File: src/rtl/demux_1x2_reg.sv
// rtl/demux_1x2_reg.sv - registered 1:2 demux, one holding slot per output channel.
// Optional drain counters (out0_count/out1_count) exist only when DEMUX_COUNT_EN is defined.
module demux_1x2_reg #(
  parameter int WIDTH = 2
) (
  input  logic             clk,
  input  logic             rst,
  input  logic             in_valid,
  output logic             in_ready,
  input  logic [WIDTH-1:0] in_data,
  input  logic             sel,
  output logic             out0_valid,
  input  logic             out0_ready,
  output logic [WIDTH-1:0] out0_data,
  output logic             out1_valid,
  input  logic             out1_ready,
  output logic [WIDTH-1:0] out1_data
`ifdef DEMUX_COUNT_EN
  ,
  output logic [7:0]       out0_count,
  output logic [7:0]       out1_count
`endif
);

  logic             out0_valid_q, out0_valid_d;
  logic             out1_valid_q, out1_valid_d;
  logic [WIDTH-1:0] out0_data_q, out0_data_d;
  logic [WIDTH-1:0] out1_data_q, out1_data_d;

  logic slot0_free, slot1_free;
  logic accept, load0, load1;

  // A slot can take a word when it is empty or being drained on this same edge.
  assign slot0_free = ~out0_valid_q | out0_ready;
  assign slot1_free = ~out1_valid_q | out1_ready;

  assign in_ready = sel ? slot1_free : slot0_free;
  assign accept   = in_valid & in_ready;
  assign load0    = accept & ~sel;
  assign load1    = accept & sel;

  always_comb begin
    out0_valid_d = out0_valid_q;
    out1_valid_d = out1_valid_q;
    out0_data_d  = out0_data_q;
    out1_data_d  = out1_data_q;

    if (load0) begin
      out0_valid_d = 1'b1;
      out0_data_d  = in_data;
    end else if (out0_ready) begin
      out0_valid_d = 1'b0;
    end

    if (load1) begin
      out1_valid_d = 1'b1;
      out1_data_d  = in_data;
    end else if (out1_ready) begin
      out1_valid_d = 1'b0;
    end
  end

  always_ff @(posedge clk) begin
    if (rst) begin
      out0_valid_q <= 1'b0;
      out1_valid_q <= 1'b0;
      out0_data_q  <= '0;
      out1_data_q  <= '0;
    end else begin
      out0_valid_q <= out0_valid_d;
      out1_valid_q <= out1_valid_d;
      out0_data_q  <= out0_data_d;
      out1_data_q  <= out1_data_d;
    end
  end

  assign out0_valid = out0_valid_q;
  assign out1_valid = out1_valid_q;
  assign out0_data  = out0_data_q;
  assign out1_data  = out1_data_q;

`ifdef DEMUX_COUNT_EN
  logic [7:0] out0_count_q, out0_count_d;
  logic [7:0] out1_count_q, out1_count_d;
  logic       drain0, drain1;

  assign drain0 = out0_valid_q & out0_ready;
  assign drain1 = out1_valid_q & out1_ready;

  // Counters wrap naturally at 8 bits.
  always_comb begin
    out0_count_d = out0_count_q + {7'd0, drain0};
    out1_count_d = out1_count_q + {7'd0, drain1};
  end

  always_ff @(posedge clk) begin
    if (rst) begin
      out0_count_q <= 8'd0;
      out1_count_q <= 8'd0;
    end else begin
      out0_count_q <= out0_count_d;
      out1_count_q <= out1_count_d;
    end
  end

  assign out0_count = out0_count_q;
  assign out1_count = out1_count_q;
`endif

endmodule

File: config.mk
export PLATFORM = sky130hd
export DESIGN_NAME = demux_1x2_reg
export DESIGN_NICKNAME = d
export VERILOG_FILES = /design/src/rtl/demux_1x2_reg.sv
export SDC_FILE = /design/constraint.sdc
export NUM_CORES = 1
export LEC_CHECK = 0
export CAP_MARGIN = 20
export CORE_AREA = 4 4 41 43
export CTS_CLUSTER_SIZE = 12
export DETAILED_ROUTE_END_ITERATION = 10
export DIE_AREA = 0 0 45 47
export PLACE_DENSITY_LB_ADDON = 0.25
export SYNTH_ARGS = -nofsm -noshare
export SYNTH_HDL_FRONTEND = slang
export SYNTH_SLANG_ARGS = --single-unit
File: constraint.sdc
create_clock -name clk -period 1 [get_ports clk]
set_input_delay 0.1 -clock clk [delete_from_list [all_inputs] [get_ports clk]]
set_output_delay 0.1 -clock clk [all_outputs]
set_load 0.05 [all_outputs]
==> impl_results.md, run 1 <==
* Run status: complete, but fails checks
* Failing checks: setup timing
* Final #Nets at 56
* I/O pin total at 15
* Pins Over Slew Limit at 0
* Synth Area in XOR/XNOR at 0
* Avg Cell Area, Syn at 12.02 µm²
* Final Power at 0.6927 mW
* Area grow syn2layout at 109.0%
* Cts bufs inserted at 3
* Post-synth EDFFs at 0
* Core ar. at between 1000 and 1500 µm²
* Fin Clk Skew at between 0.06 and 0.07 ps
* Combinational family with the most area after synthesis: simple AND/OR/NAND/NOR gates
* Final hold slack at ~440 ps
* Iter 0 DRT Violations at 0
* Share of layout cells above drive strength 1 at 0.5000
* Critical Path Fanout Max at 2
* Synthesized Nets at 31
* Share of the synthesized area in the top cell type at 0.4344
* # setup viols final at 1
* Root buf cell: clkbuf_4
* Flop2flop setup slack at between 100 and 150 ps
* Hold_buf cts at 0
* Clock transition at the registers of the reported paths at about 50 ps
* Vias in the first global route at approximately 270
* # rows at 13
* Max-Cap Viols at 0
* Metal3 WL at around 70 µm
* Top Layer Used: met4
* Die W at 45 µm
* Routed wire length at ~670 µm
* RSZ-0062 raised after global routing: true
* Pre-Repair DR Iteration Count at 1
* Post-synthesis cell area at 276.5 µm²
* Worst Hold Class: in2reg
* Cell taking the most area after synthesis: dfxtp_1
* Die area at between 2000 and 2500 µm²
* M1 wire length at 243 µm
* Crit Path Class: reg2out
* DR vias at 249
* CTS Buffer Depth at 2
* Fillers at about 130
* Post-synthesis sequential area ratio at 0.4344
* Final Util at 0.4442
* Main synth FF type: dfxtp_1
* Vias per inst at between 4 and 5
* Synth top cells by count: dfxtp_1, nand2b_1, mux2i_1
* WL met2 at 339 µm
* Critical Path RT at 900 ps
* CTS sink cnt at 6
* Simple-Gate Fraction of Synth Area at 0.3439
* Worst path cell trace: nand2b_4 > mux2_4 > buf_8
* Starting Density at 0.2125
* Initial antenna violation count at 0
* Fin worst setup slack at -168.7 ps
* First-pass GRT wire length at 1117 µm
* Slew HR at 0.8818
* Cell count after synthesis at 23
* Seq cells post-synth at 6
* Element type at the critical path start: flip-flop
* Total grt overflow at 0
* Async SR Flop Fraction at 0
* Largest net degree at the start of global routing at 8
* Dpl cells at between 50 and 60
* Number of remaining DRC errors at 0
* Synth Area in Adders at 0
* Final RePlAce weighted congestion at about 0.7
* Post-synthesis cell type count at 8
* Crit end category: primary output
* Max incr delay on CP at 350 ps
* Antenna diode count at 0
* Die Y at roughly 47 µm
* Worst VDD drop at about 0.55 mV
* Setup WS pre-CTS at -225.5 ps
* CTS tree: yes
* Synth area leaders: dfxtp_1, mux2i_1, nand2b_1
* Worst-margin pin slew at between 150 and 200 ps
* Post-synthesis compound-gate area fraction at 0.03620
* Fmax at ~860 MHz
* Pleak at 0.2611 nW
* Port Buffers at 14
* Crit share post-route at 1.169
* PwrDens at ~1200 nW/µm²
* Post-route insts no fill at around 60
* Global Route Usage Sum at 0.08136
* Routed len/inst at between 10 and 15 µm
* Hold Vio Cnt, Final at 0
* Fin crit period at 1169 ps
* CP max-delay cell: dfxtp_4
* Yosys warns at 0
* H-tree levels at 1
* Final ANT Viol Nets at 0
* Post-synthesis mux area share at 0.1855
* Worst endpoint data arrival time at ~1100 ps
* Worst-skew pair later-pin latency at 250 ps
==> layer usage <==
layer | GRT usage | vias up
met4 | 0.1053 | 0
met2 | 0.1328 | 12
met5 | 0 | -
met3 | 0.02299 | 2
li1 | - | 126
met1 | 0.07273 | 109
==> through the flow <==
step | TNS, ps | cell area [µm²]
3_3_place_gp | -898.5 | 530.5
2_1_floorplan | 0 | 284.0
3_5_place_dp | -1042 | 530.5
4_1_cts | -185.4 | 589.3
6_report | -168.7 | 578.1
5_1_grt | -196.4 | 578.1
==> power breakdown <==
| part | leakage [nW] | switching, mW | internal (mW) |
|---|---|---|---|
| clock network | 0.0138 | 0.0917 | 0.136 |
| logic | 0.197 | 0.0876 | 0.113 |
| registers | 0.0505 | 0.0131 | 0.251 |
==> flip-flops by register name, summed over array words and instances, names as in the netlist <==
signal and count:
out1_data 2, out1_valid 1, out0_valid 1, out0_data 2
==> layout by cell type (no fill, tap or decap) <==
cell type and instances:
nand2b_1 6, clkdlybuf4s50_1 6, buf_12 6, buf_4 6, mux2i_1 4, dfxtp_1 4
clkbuf_4 3, nand2b_4 2, a21oi_1 2, dfxtp_4 2, mux2_4 1, nand3_2 1
nand3b_4 1, dlygate4sd2_1 1, buf_8 1
==> final timing paths <==
kind,from,to,depth (start not counted)
worst max-delay path,out0_valid$_SDFFE_PP0P_,in_ready,3
worst min-delay path,sel,out1_valid$_SDFFE_PP0P_,4
worst max register to register,out1_valid$_SDFFE_PP0P_,out1_data[0]$_SDFFE_PP0P_,4
worst min register to register,out1_data[0]$_SDFFE_PP0P_,out1_data[0]$_SDFFE_PP0P_,2
==> cell type report <==
| cell class | count | area [µm²] | share of cell area |
|---|---|---|---|
| Sequential cell | 6 | 127.6 | 0.2208 |
| Tap cell | 15 | 18.77 | 0.03247 |
| Clock buffer | 3 | 22.52 | 0.03896 |
| Timing Repair Buffer | 20 | 249.0 | 0.4307 |
| Multi-Input combinational cell | 17 | 160.2 | 0.2771 |
==> cell families (layout without fill, tap and decap cells) <==
logic type,count (synthesis),after routing
AO/OA/AOI/OAI,2,2
buffers and inverters,0,23
flip-flops,6,6
multiplexers,5,5
AND/OR/NAND/NOR,10,10
==> worst max-delay path: cells and delay by family, from the launching register on <==
kind / cells / cell delay (ps)
flip-flops: 1 / 350
multiplexers: 1 / 270
buffers and inverters: 1 / 150
AND/OR/NAND/NOR: 1 / 50
==> timing repair <==
action,in CTS,in global routing
hold endpoints to repair,0,0
setup endpoints to repair,1,3
buffers inserted,3,1
gates resized for setup,5,0
Note: power is estimated with default switching activity, not from simulation.
==> run 2, diff against run 1 <==
- CTS_CLUSTER_SIZE: 12 -> default
==> results of run 2 <==
Final layout, timing and power as in run 1 (identical DEF).
==> run 3, diff against run 2 <==
- CORE_AREA: 4 4 41 43 -> 2 2 39 41
- DIE_AREA: 0 0 45 47 -> 0 0 41 43
==> run 3 against run 2 <==
Effect of this change: the run still ends with setup timing left; total power decreased by 0.80%; combinational power about the same; non-clock buffer count unchanged; sequential cell count unchanged; design area increased by 0.22%; cell count increased by 1.6%; sequential share of layout area about the same; clock power decreased by 3%; critical endpoint unchanged; largest power group unchanged; highest routed layer unchanged.
==> impl_results.md, run 3 (same netlist as run 1, synthesis figures left out) <==
* CP max-delay cell: dfxtp_4
* Critical Path Fanout Max at 2
* Max-Cap Viols at 0
* Worst Hold Class: in2reg
* Die area at approximately 1800 µm²
* WP depth at 3
* Hold_buf cts at 0
* Element type at the critical path start: flip-flop
* Final RePlAce weighted congestion at 0.6520
* Worst Setup SP: out0_valid$_SDFFE_PP0P_
* CTS Buffer Depth at 2
* Pleak at 0.2611 nW
* Iter 0 DRT Violations at 1
* Die Y at 43 µm
* Final Util at 0.4186
* Largest net degree at the start of global routing at 8
* Vias in the first global route at between 200 and 300
* Crit Path Class: reg2out
* Final Cell Area at 579.3 µm²
* Worst-margin pin slew at roughly 190 ps
* Multi-input gate area at 160.2 µm²
* Final Power at 0.6872 mW
* Vias per inst at about 4.1
* # setup viols final at 1
* H-tree levels at 1
* Worst VDD drop at around 0.54 mV
* Pins Over Slew Limit at 0
* Hold Vio Cnt, Final at 0
* Worst Path Buf+Inv at 1
* Fillers at around 130
* Fin worst setup slack at -169.4 ps
* Total grt overflow at 0
* # rows at 14
* Area after DPL at approximately 530 µm²
* Worst R2R End: out1_data[1]$_SDFFE_PP0P_
* Global Route Usage Sum at 0.09849
* Flop2flop setup slack at approximately 100 ps
* Post-route insts no fill at 62
* Port Buffers at 14
* Reg-to-reg startpoint: out1_valid$_SDFFE_PP0P_
* I/O pin total at 15
* First-pass GRT wire length at 1110 µm
* Max incr delay on CP at ~350 ps
* Antenna diode count at 0
* Fin crit period at about 1200 ps
* Core ar. at roughly 1400 µm²
* Detailed Place HPWL at slightly above 500 µm
* CTS sink cnt at 6
* Routed len/inst at roughly 10 µm
* Final ANT Viol Nets at 0
* Most frequent cells in the layout: nand2b_1, clkdlybuf4s50_1, buf_12, buf_4
* Worst endpoint data arrival time at roughly 1100 ps
* Critical Path RT at ~900 ps
* Share of layout cells above drive strength 1 at 0.5000
* Run status: complete, but fails checks
* Fin Clk Skew at roughly 0.1 ps
* Starting Density at 0.1998
* Pre-Repair DR Iteration Count at 2
* Dpl cells at 57
* Worst-skew pair later-pin latency at 240 ps
* Slew HR at 0.8730
* CP delay by family, top: flip-flops
* DR vias at ~250
* Cts bufs inserted at 3
* Worst path cell trace: nand2b_4 > mux2_4 > buf_8
* Die W at 41 µm
* Failing checks: setup timing
* CTS tree: yes
* Number of remaining DRC errors at 0
* Crit end category: primary output
* RSZ-0062 raised after global routing: true
* Fmax at between 800 and 900 MHz
* Routed wire length at between 600 and 700 µm
* Final #Nets at 56
* Root buf cell: clkbuf_4
* Register Area at roughly 130 µm²
* Area grow syn2layout at 109.5%
* Initial antenna violation count at 0
* Crit share post-route at 1.169
* Worst r2r path cells at 4
* Crit path to: in_ready
* Clock transition at the registers of the reported paths at roughly 50 ps
* PwrDens at ~1200 nW/µm²
[run 3: cell counts in the layout (fill, tap and decap cells not counted)]
Identical to the previous run, type by type.
[run 3: tightest hold or removal path, stage by stage]
cell             delay (ps)
clkdlybuf4s50_1         390
nand2b_1                 80
mux2i_1                  70
[run 3: per-layer routing]
metal | up-vias | track usage | wire length, µm
li1 | 127 | - | -
met1 | 112 | 0.1065 | 230
met2 | 12 | 0.1469 | 330
met3 | 2 | 0.04712 | 46
met4 | 0 | 0.06000 | 15
met5 | - | 0 | 0
[run 3: final cells by class]
cell class,count,share of cell area
multi-input cells,17,0.2765
clock buffers,3,0.03888
well taps,16,0.03456
flip-flops and latches,6,0.2203
repair buffers,20,0.4298
[run 3: metrics by stage]
stage | hold WS, ps | worst slack (ps) | TNS (ps)
2_1_floorplan | 159.4 | 5.277 | 0
3_3_place_gp | 507.4 | -194.9 | -909.8
3_5_place_dp | 508.6 | -238.6 | -1066
4_1_cts | 451.8 | -179.9 | -179.9
5_1_grt | 449.0 | -203.3 | -203.3
6_report | 455.4 | -169.4 | -169.4
[run 3: repair_timing]
| item | in CTS | in global routing |
|---|---|---|
| hold endpoints to repair | 0 | 0 |
| setup endpoints to repair | 1 | 1 |
| gates resized for setup | 4 | 0 |
| setup buffers | 2 | 0 |
| cloned | 0 | 0 |
[run 3: worst min path at each step]
stage                         startpoint                         to  slack, ps  cells after the start
2_1_floorplan                        rst    out0_valid$_SDFFE_PP0P_        160                      1
3_3_place_gp   out1_data[1]$_SDFFE_PP0P_  out1_data[1]$_SDFFE_PP0P_        510                      2
3_5_place_dp   out0_data[0]$_SDFFE_PP0P_  out0_data[0]$_SDFFE_PP0P_        510                      2
4_1_cts                       in_data[1]  out0_data[1]$_SDFFE_PP0P_        450                      3
5_1_grt                       in_data[1]  out0_data[1]$_SDFFE_PP0P_        450                      3
6_report                      in_data[1]  out0_data[1]$_SDFFE_PP0P_        460                      3
[run 3: power by group]
| part | switching, mW | leakage [nW] | internal (mW) |
|---|---|---|---|
| combinational | 0.0878 | 0.197 | 0.113 |
| sequential | 0.0133 | 0.0505 | 0.251 |
| clock | 0.0861 | 0.0138 | 0.136 |
| total | 0.187 | 0.261 | 0.500 |
